===== src/rtl/switch_pkg.sv =====
`default_nettype none
// ============================================================================
// Module      : switch_pkg
// Description : Shared constants and types for the switch core ingress path.
// Revision    : 1.0 - initial release
// ============================================================================
package switch_pkg;

    localparam logic [7:0] PREAMBLE_BYTE = 8'h55;
    localparam logic [7:0] SFD_BYTE      = 8'hD5;
    localparam int         MAX_PREAMBLE  = 7;

    typedef enum logic [1:0] {
        ST_IDLE     = 2'd0,
        ST_PREAMBLE = 2'd1,
        ST_DATA     = 2'd2,
        ST_DROP     = 2'd3
    } rx_strip_state_t;

endpackage
`default_nettype wire


===== src/rtl/sat_counter.sv =====
`default_nettype none
// ============================================================================
// Module      : sat_counter
// Description : Event counter that sticks at all-ones instead of wrapping.
// Revision    : 1.0 - initial release
// ============================================================================
module sat_counter #(
    parameter int WIDTH = 16
) (
    input  logic             clk_i,
    input  logic             rstn_i,
    input  logic             inc_i,
    output logic [WIDTH-1:0] count_o
);

    logic [WIDTH-1:0] r_count;

    // Count one event per cycle while below the all-ones ceiling.
    always_ff @(posedge clk_i or negedge rstn_i) begin
        if (!rstn_i) begin
            r_count <= '0;
        end else if (inc_i && (r_count != '1)) begin
            r_count <= r_count + WIDTH'(1);
        end
    end

    assign count_o = r_count;

endmodule
`default_nettype wire


===== src/rtl/rx_preamble_stripper.sv =====
`default_nettype none
// ============================================================================
// Module      : rx_preamble_stripper
// Description : GMII RX lane framer. Removes preamble/SFD, forwards DA..FCS
//               with a clean frame strobe, flags runt/oversize/bad preamble
//               and keeps saturating good/bad frame statistics.
// Revision    : 1.0 - initial release
// ============================================================================
module rx_preamble_stripper
    import switch_pkg::*;
#(
    parameter int P_MAX_LEN   = 1518,
    parameter int P_MIN_LEN   = 64,
    parameter int P_CNT_WIDTH = 16
) (
    input  logic                   clk_i,
    input  logic                   rstn_i,
    input  logic                   link_sync_i,
    input  logic [7:0]             rx_data_i,
    input  logic                   rx_ctrl_i,
    output logic [7:0]             data_o,
    output logic                   ctrl_o,
    output logic                   frame_done_o,
    output logic                   runt_o,
    output logic                   oversize_o,
    output logic                   bad_preamble_o,
    output logic [P_CNT_WIDTH-1:0] frames_ok_o,
    output logic [P_CNT_WIDTH-1:0] frames_bad_o
);

    localparam int                   C_LEN_W   = $clog2(P_MAX_LEN + 1);
    localparam int                   C_PRE_W   = $clog2(MAX_PREAMBLE + 1);
    localparam logic [C_LEN_W-1:0]   C_MAX_LEN = C_LEN_W'(P_MAX_LEN);
    localparam logic [C_LEN_W-1:0]   C_MIN_LEN = C_LEN_W'(P_MIN_LEN);
    localparam logic [C_PRE_W-1:0]   C_MAX_PRE = C_PRE_W'(MAX_PREAMBLE);

    rx_strip_state_t      r_state;
    logic [C_LEN_W-1:0]   r_len;
    logic [C_PRE_W-1:0]   r_pre_cnt;
    logic [7:0]           r_data;
    logic                 r_ctrl;
    logic                 r_frame_done;
    logic                 r_runt;
    logic                 r_oversize;
    logic                 r_bad_pre;
    logic                 r_link_abort;

    logic                 w_ok_inc;
    logic                 w_bad_inc;

    // Framing FSM: all outputs are registered; pulses default low each cycle.
    always_ff @(posedge clk_i or negedge rstn_i) begin
        if (!rstn_i) begin
            r_state      <= ST_IDLE;
            r_len        <= '0;
            r_pre_cnt    <= '0;
            r_data       <= '0;
            r_ctrl       <= 1'b0;
            r_frame_done <= 1'b0;
            r_runt       <= 1'b0;
            r_oversize   <= 1'b0;
            r_bad_pre    <= 1'b0;
            r_link_abort <= 1'b0;
        end else begin
            r_data       <= '0;
            r_ctrl       <= 1'b0;
            r_frame_done <= 1'b0;
            r_runt       <= 1'b0;
            r_oversize   <= 1'b0;
            r_bad_pre    <= 1'b0;
            r_link_abort <= 1'b0;

            if (!link_sync_i) begin
                // Loss of peer link: only an in-flight frame is reported.
                if (r_state == ST_DATA) begin
                    r_frame_done <= 1'b1;
                    r_link_abort <= 1'b1;
                end
                r_state <= ST_IDLE;
            end else begin
                case (r_state)
                    ST_IDLE: begin
                        if (rx_ctrl_i) begin
                            if (rx_data_i == PREAMBLE_BYTE) begin
                                r_state   <= ST_PREAMBLE;
                                r_pre_cnt <= C_PRE_W'(1);
                            end else if (rx_data_i == SFD_BYTE) begin
                                // Shortened preamble: SFD alone opens the frame.
                                r_state <= ST_DATA;
                                r_len   <= '0;
                            end else begin
                                r_state   <= ST_DROP;
                                r_bad_pre <= 1'b1;
                            end
                        end
                    end

                    ST_PREAMBLE: begin
                        if (!rx_ctrl_i) begin
                            r_state   <= ST_IDLE;
                            r_bad_pre <= 1'b1;
                        end else if (rx_data_i == PREAMBLE_BYTE) begin
                            if (r_pre_cnt == C_MAX_PRE) begin
                                r_state   <= ST_DROP;
                                r_bad_pre <= 1'b1;
                            end else begin
                                r_pre_cnt <= r_pre_cnt + C_PRE_W'(1);
                            end
                        end else if (rx_data_i == SFD_BYTE) begin
                            r_state <= ST_DATA;
                            r_len   <= '0;
                        end else begin
                            r_state   <= ST_DROP;
                            r_bad_pre <= 1'b1;
                        end
                    end

                    ST_DATA: begin
                        if (!rx_ctrl_i) begin
                            r_state      <= ST_IDLE;
                            r_frame_done <= 1'b1;
                            r_runt       <= (r_len < C_MIN_LEN);
                        end else if (r_len == C_MAX_LEN) begin
                            // Truncate: the partial frame will fail its FCS downstream.
                            r_state      <= ST_DROP;
                            r_frame_done <= 1'b1;
                            r_oversize   <= 1'b1;
                        end else begin
                            r_ctrl <= 1'b1;
                            r_data <= rx_data_i;
                            r_len  <= r_len + C_LEN_W'(1);
                        end
                    end

                    ST_DROP: begin
                        if (!rx_ctrl_i) begin
                            r_state <= ST_IDLE;
                        end
                    end

                    default: begin
                        r_state <= ST_IDLE;
                    end
                endcase
            end
        end
    end

    // A frame is good only when its end strobe carries no error flag.
    assign w_ok_inc  = r_frame_done & ~r_runt & ~r_oversize & ~r_link_abort;
    assign w_bad_inc = r_runt | r_oversize | r_bad_pre | r_link_abort;

    sat_counter #(
        .WIDTH (P_CNT_WIDTH)
    ) u_ok_cnt (
        .clk_i   (clk_i),
        .rstn_i  (rstn_i),
        .inc_i   (w_ok_inc),
        .count_o (frames_ok_o)
    );

    sat_counter #(
        .WIDTH (P_CNT_WIDTH)
    ) u_bad_cnt (
        .clk_i   (clk_i),
        .rstn_i  (rstn_i),
        .inc_i   (w_bad_inc),
        .count_o (frames_bad_o)
    );

    assign data_o         = r_data;
    assign ctrl_o         = r_ctrl;
    assign frame_done_o   = r_frame_done;
    assign runt_o         = r_runt;
    assign oversize_o     = r_oversize;
    assign bad_preamble_o = r_bad_pre;

endmodule
`default_nettype wire

===== config.mk =====
export PLATFORM = sky130hd
export DESIGN_NAME = rx_preamble_stripper
export DESIGN_NICKNAME = d
export VERILOG_FILES = /design/src/rtl/switch_pkg.sv /design/src/rtl/sat_counter.sv /design/src/rtl/rx_preamble_stripper.sv
export SDC_FILE = /design/constraint.sdc
export NUM_CORES = 1
export LEC_CHECK = 0
export BUFFER_PORTS_ARGS = -buffer_cell sky130_fd_sc_hd__buf_2
export CAP_MARGIN = 20
export CORE_ASPECT_RATIO = 2
export CORE_MARGIN = 2
export CORE_UTILIZATION = 35
export DETAILED_ROUTE_END_ITERATION = 10
export PLACE_DENSITY_LB_ADDON = 0.12
export SLEW_MARGIN = 0
export SYNTH_ARGS = -nofsm -noshare
export SYNTH_HDL_FRONTEND = slang
export SYNTH_SLANG_ARGS = --single-unit

===== constraint.sdc =====
create_clock -name clk_i -period 2 [get_ports clk_i]
set_input_delay 0.2 -clock clk_i [delete_from_list [all_inputs] [get_ports clk_i]]
set_output_delay 0.2 -clock clk_i [all_outputs]
set_load 0.005 [all_outputs]

==> metrics.md <==
| Metric | Value |
|---|---|
| Filler cells | `between 800 and 900` |
| Final instance area | `approximately 0.004 mm2` |
| Starting density of the core | `0.356` |
| Global-route wire length before repair | `12400 um` |
| Power per standard cell area | `approximately 960 mW/mm2` |
| All-Layer GR Usage | `0.160` |
| Maximum number of pins on one net before global-route repair | `43` |
| Post-route clock period utilization | `0.871` |
| Synthesized instance count | `between 200 and 300` |
| Die outline area | `approximately 0.0099 mm2` |
| Wire per inst | `~16 um` |
| Fraction of final layout cells sized beyond drive strength 1 | `0.269` |
| Arrival time at the worst endpoint | `a little under 2 ns` |
| End-of-flow core utilization | `0.442` |
| Number of antenna-violating nets in the routed design | `0` |
| Number of vias in the routed layout | `~2.5k` |
| Die Wd | `roughly 70 um` |
| CP Max Fanout | `7` |
| Sum of routed wire length over all layers | `around 7500 um` |
| Number of enable flip-flop cells after synthesis | `0` |
| Number of CTS-inserted buffers | `9` |
| Largest stage delay, worst path | `roughly 0.41 ns` |
| Post-CTS repair timing setup buffer count | `0` |
| Main combinational cell family by area after synthesis | `simple AND/OR/NAND/NOR gates` |
| Placed Instances | `453` |
| Share of synthesized area spent on multiplexers | `0.0182` |
| Number of endpoints with negative hold slack in the final report | `0` |
| Number of maximum-capacitance violations | `0` |
| Part of the power in the clock network | `0.415` |
| Cells traversed along the worst timing path | `ha_1 > inv_1 > or3_1 > buf_4 > o211ai_1 > xnor2_1` |
| Area of the multi-input gates | `around 0.0015 mm2` |
| Unrepaired setup endpoints after global routing | `no` |
| Type of origin of the critical path | `flip-flop` |
| Clk Tree Root Cell | `clkbuf_16` |
| Max Transition Viols Final | `0` |
| Compound-cell area share of the yosys netlist | `0.0863` |
| Total of endpoints with negative setup slack in the final report | `0` |
| Post-synthesis share of cell area spent on and, or, nand and nor gates | `0.260` |
| Antenna fix cells | `0` |
| Area of placed instances | `0.00362 mm2` |
| Overflow left after global routing | `0` |
| CP Class | `flip-flop to flip-flop` |
| H-tree level count | `3` |
| Number of cells upsized or downsized after cts | `0` |
| Sw frac | `0.271` |
| Post-synthesis adder-cell area fraction | `0.0238` |
| Sinks on Clock Net | `between 60 and 70` |
| Primary FF master, synth | `dfrtp_1` |
| Hold slack | `between 0.1 and 0.15 ns` |
| Worst-Skew Late Latency | `around 0.32 ns` |
| Worst Hold End | `data_o[5]$_DFF_PN0_` |
| Vias in the first global route | `2545` |
| Count of TritonRoute iterations in the first routing pass | `4` |
| Post-CTS clock slew at the launch and capture registers of the worst setup and hold paths | `~0.050 ns` |
| Beginning of the critical path | `u_ok_cnt.count_o[0]$_DFFE_PN0P_` |
| Flop pwr share | `0.433` |
| Footprint of the flip-flops and latches | `roughly 0.0016 mm2` |
| Result of the run | `finished clean` |
| Startpoint of the worst hold path | `rx_data_i[5]` |
| Top cells by area in the synthesized netlist | `dfrtp_1 (49%), xor2_1 (6.4%), xnor2_1 (3.3%), nand4_1 (2.6%), and2_1 (2.4%)` |
| Die outline height | `between 100 and 150 um` |
| Highest attainable clock frequency | `about 0.57 GHz` |
| Antenna violations before repair | `0` |
| Dpl hpwl | `~5700 um` |
| Worst clock skew on the final layout | `roughly 0.0054 ns` |
| Synthesis-stage register bit count | `a little over 60` |
| Synthesis-to-finish area growth | `24.4%` |
| Number of distinct library cells after synthesis | `57` |
| Number of placement rows | `49` |
| Core footprint | `0.00889 mm2` |
| Worst hold stages | `2` |
| Number of I/O pins | `57` |
| DR DRC count | `0` |
| Critical path endpoint category | `flip-flop` |
| Number of DRC markers in iteration 0 | `between 100 and 150` |
| Worst slack, placed | `roughly 0.28 ns` |
| Async set-reset flop share out of synthesis | `1.00` |
| Library cell with the largest summed area after synthesis | `dfrtp_1` |
| TritonCTS clock tree | `yes` |
| Worst path required time | `around 2.3 ns` |
| Top-area cell type share of the netlist area | `0.491` |
| Vias per cell | `~5.4` |
| Per-instance average area after synthesis | `between 10 and 15 um2` |
| Final weighted congestion of routability-driven global placement | `0.810` |
| Worst max-slew margin expressed relative to the limit | `0.668` |
| Total of warnings raised by yosys | `0` |
| Master of the slowest instance on the critical path | `or3_1` |
| Net switching power figure | `between 1 and 1.5 mW` |
| Worst-case register-to-register setup slack | `about 0.26 ns` |
| Leak pwr | `~1.9 nW` |
| Synthesized netlist net count | `approximately 310` |
| Transition at the pin with the smallest max-transition slack | `between 0.4 and 0.5 ns` |
| FF-to-FF path depth | `6` |
| XOR/XNOR Fraction of Synth Area | `0.0970` |
| Synth Cell Area | `about 0.0032 mm2` |
| Setup TNS | `0 ns` |
| PnR worst setup slack | `around 0.26 ns` |
| Worst-case vdd ir drop | `0.393 mV` |
| Layout Cells excl Fill | `470` |
| Post-layout min period | `approximately 1.7 ns` |
| R2r endpoint | `u_ok_cnt.count_o[5]$_DFFE_PN0P_` |
| Part of the Yosys area used for sequential elements | `0.491` |
| Longest Clk Path Bufs | `2` |
| Comb power frac | `0.153` |
| Kind of path behind the tightest hold check | `input port to flip-flop` |
| Most used standard cell by instance count after synthesis | `dfrtp_1` |
| Startpoint of the lowest-slack register-to-register path | `u_ok_cnt.count_o[0]$_DFFE_PN0P_` |
| Most instantiated cells after synthesis | `dfrtp_1 (62), xor2_1 (23), nor2_1 (20)` |
| Count of buffers inserted at the top-level ports | `56` |
| Power, Total | `3.76 mW` |
| Internal power summed over all cells | `2.74 mW` |
| # nets final | `381` |
==> critical path, delay by kind of cell, from the launching register on <==
family / cells / cell delay, ns
compound gates: 1 / 0.24
xor+xnor: 1 / 0.15
fa+ha+maj: 1 / 0.23
buf+inv: 2 / 0.24
flops: 1 / 0.40
simple gates: 1 / 0.41
==> how the worst max path moves through the flow <==
stage                     depth (start not counted)                              end  slack [ns]
after floorplan                                   6  u_ok_cnt.count_o[1]$_DFFE_PN0P_        0.28
after global placement                            6  u_ok_cnt.count_o[5]$_DFFE_PN0P_        0.29
after detailed placement                          5  u_ok_cnt.count_o[1]$_DFFE_PN0P_        0.28
after CTS                                         6  u_ok_cnt.count_o[5]$_DFFE_PN0P_        0.25
after global routing                              6              data_o[4]$_DFF_PN0_        0.12
final                                             6  u_ok_cnt.count_o[5]$_DFFE_PN0P_        0.26
==> sequential cells by signal (all words and copies together), names as in the netlist <==
| name | flops |
|---|---|
| u_ok_cnt.count_o | 16 |
| oversize_o | 1 |
| r_link_abort | 1 |
| r_pre_cnt | 3 |
| runt_o | 1 |
| u_bad_cnt.count_o | 16 |
| bad_preamble_o | 1 |
| r_state | 2 |
| ctrl_o | 1 |
| r_len | 11 |
| frame_done_o | 1 |
| data_o | 8 |
==> power by group through the flow <==
stage	clock, mW	sequential [mW]	combinational [mW]
floorplan	0	1.60	0.343
global placement	0	1.64	0.573
detailed placement	0	1.65	0.584
CTS	1.61	1.63	0.590
global route	1.65	1.66	0.654
finish	1.56	1.63	0.574
==> placed cells by master, fill, tap and decap left out, drive strengths merged, types with 5 or more instances in the layout <==
cell	synthesis	layout
a21oi	7	7
and2	12	12
and3	10	10
buf	6	68
clkbuf	5	13
dfrtp	62	62
ha	6	6
inv	6	6
nand2	19	19
nand3	10	10
nand4	15	15
nor2	21	21
nor3	13	13
nor4	6	6
o21ai	5	5
xnor2	12	12
xor2	23	23
==> cell type report <==
type / instances / share of cell area
Inverter: 6 / 0.00573
Timing Repair Buffer: 69 / 0.0999
Tap cell: 102 / 0.0325
Clock buffer: 13 / 0.0662
Sequential cell: 62 / 0.395
Clock inverter: 3 / 0.0108
Multi-Input combinational cell: 215 / 0.390
==> routing by layer <==
metal / routed length, um / GRT usage / vias to the layer above
met2: 4200 / 0.289 / 52
met4: 238 / 0.0904 / 0
li1: - / - / 1215
met1: 2750 / 0.166 / 1249
met3: 269 / 0.0321 / 16
met5: 0 / 0 / -
==> repair_timing <==
item | CTS | global route
hold buffers | 1 | 0
setup endpoints to repair | 0 | 0
endpoints found under the hold margin | 20 | 0
==> kinds of logic (layout without fill, tap and decap cells) <==
group / count (synthesis) / in the layout
fa+ha+maj: 6 / 6
mux: 5 / 5
buf+inv: 17 / 91
compound gates: 37 / 37
simple gates: 132 / 132
flops: 62 / 62
xor+xnor: 35 / 35
(Power assumes the default switching activity.)
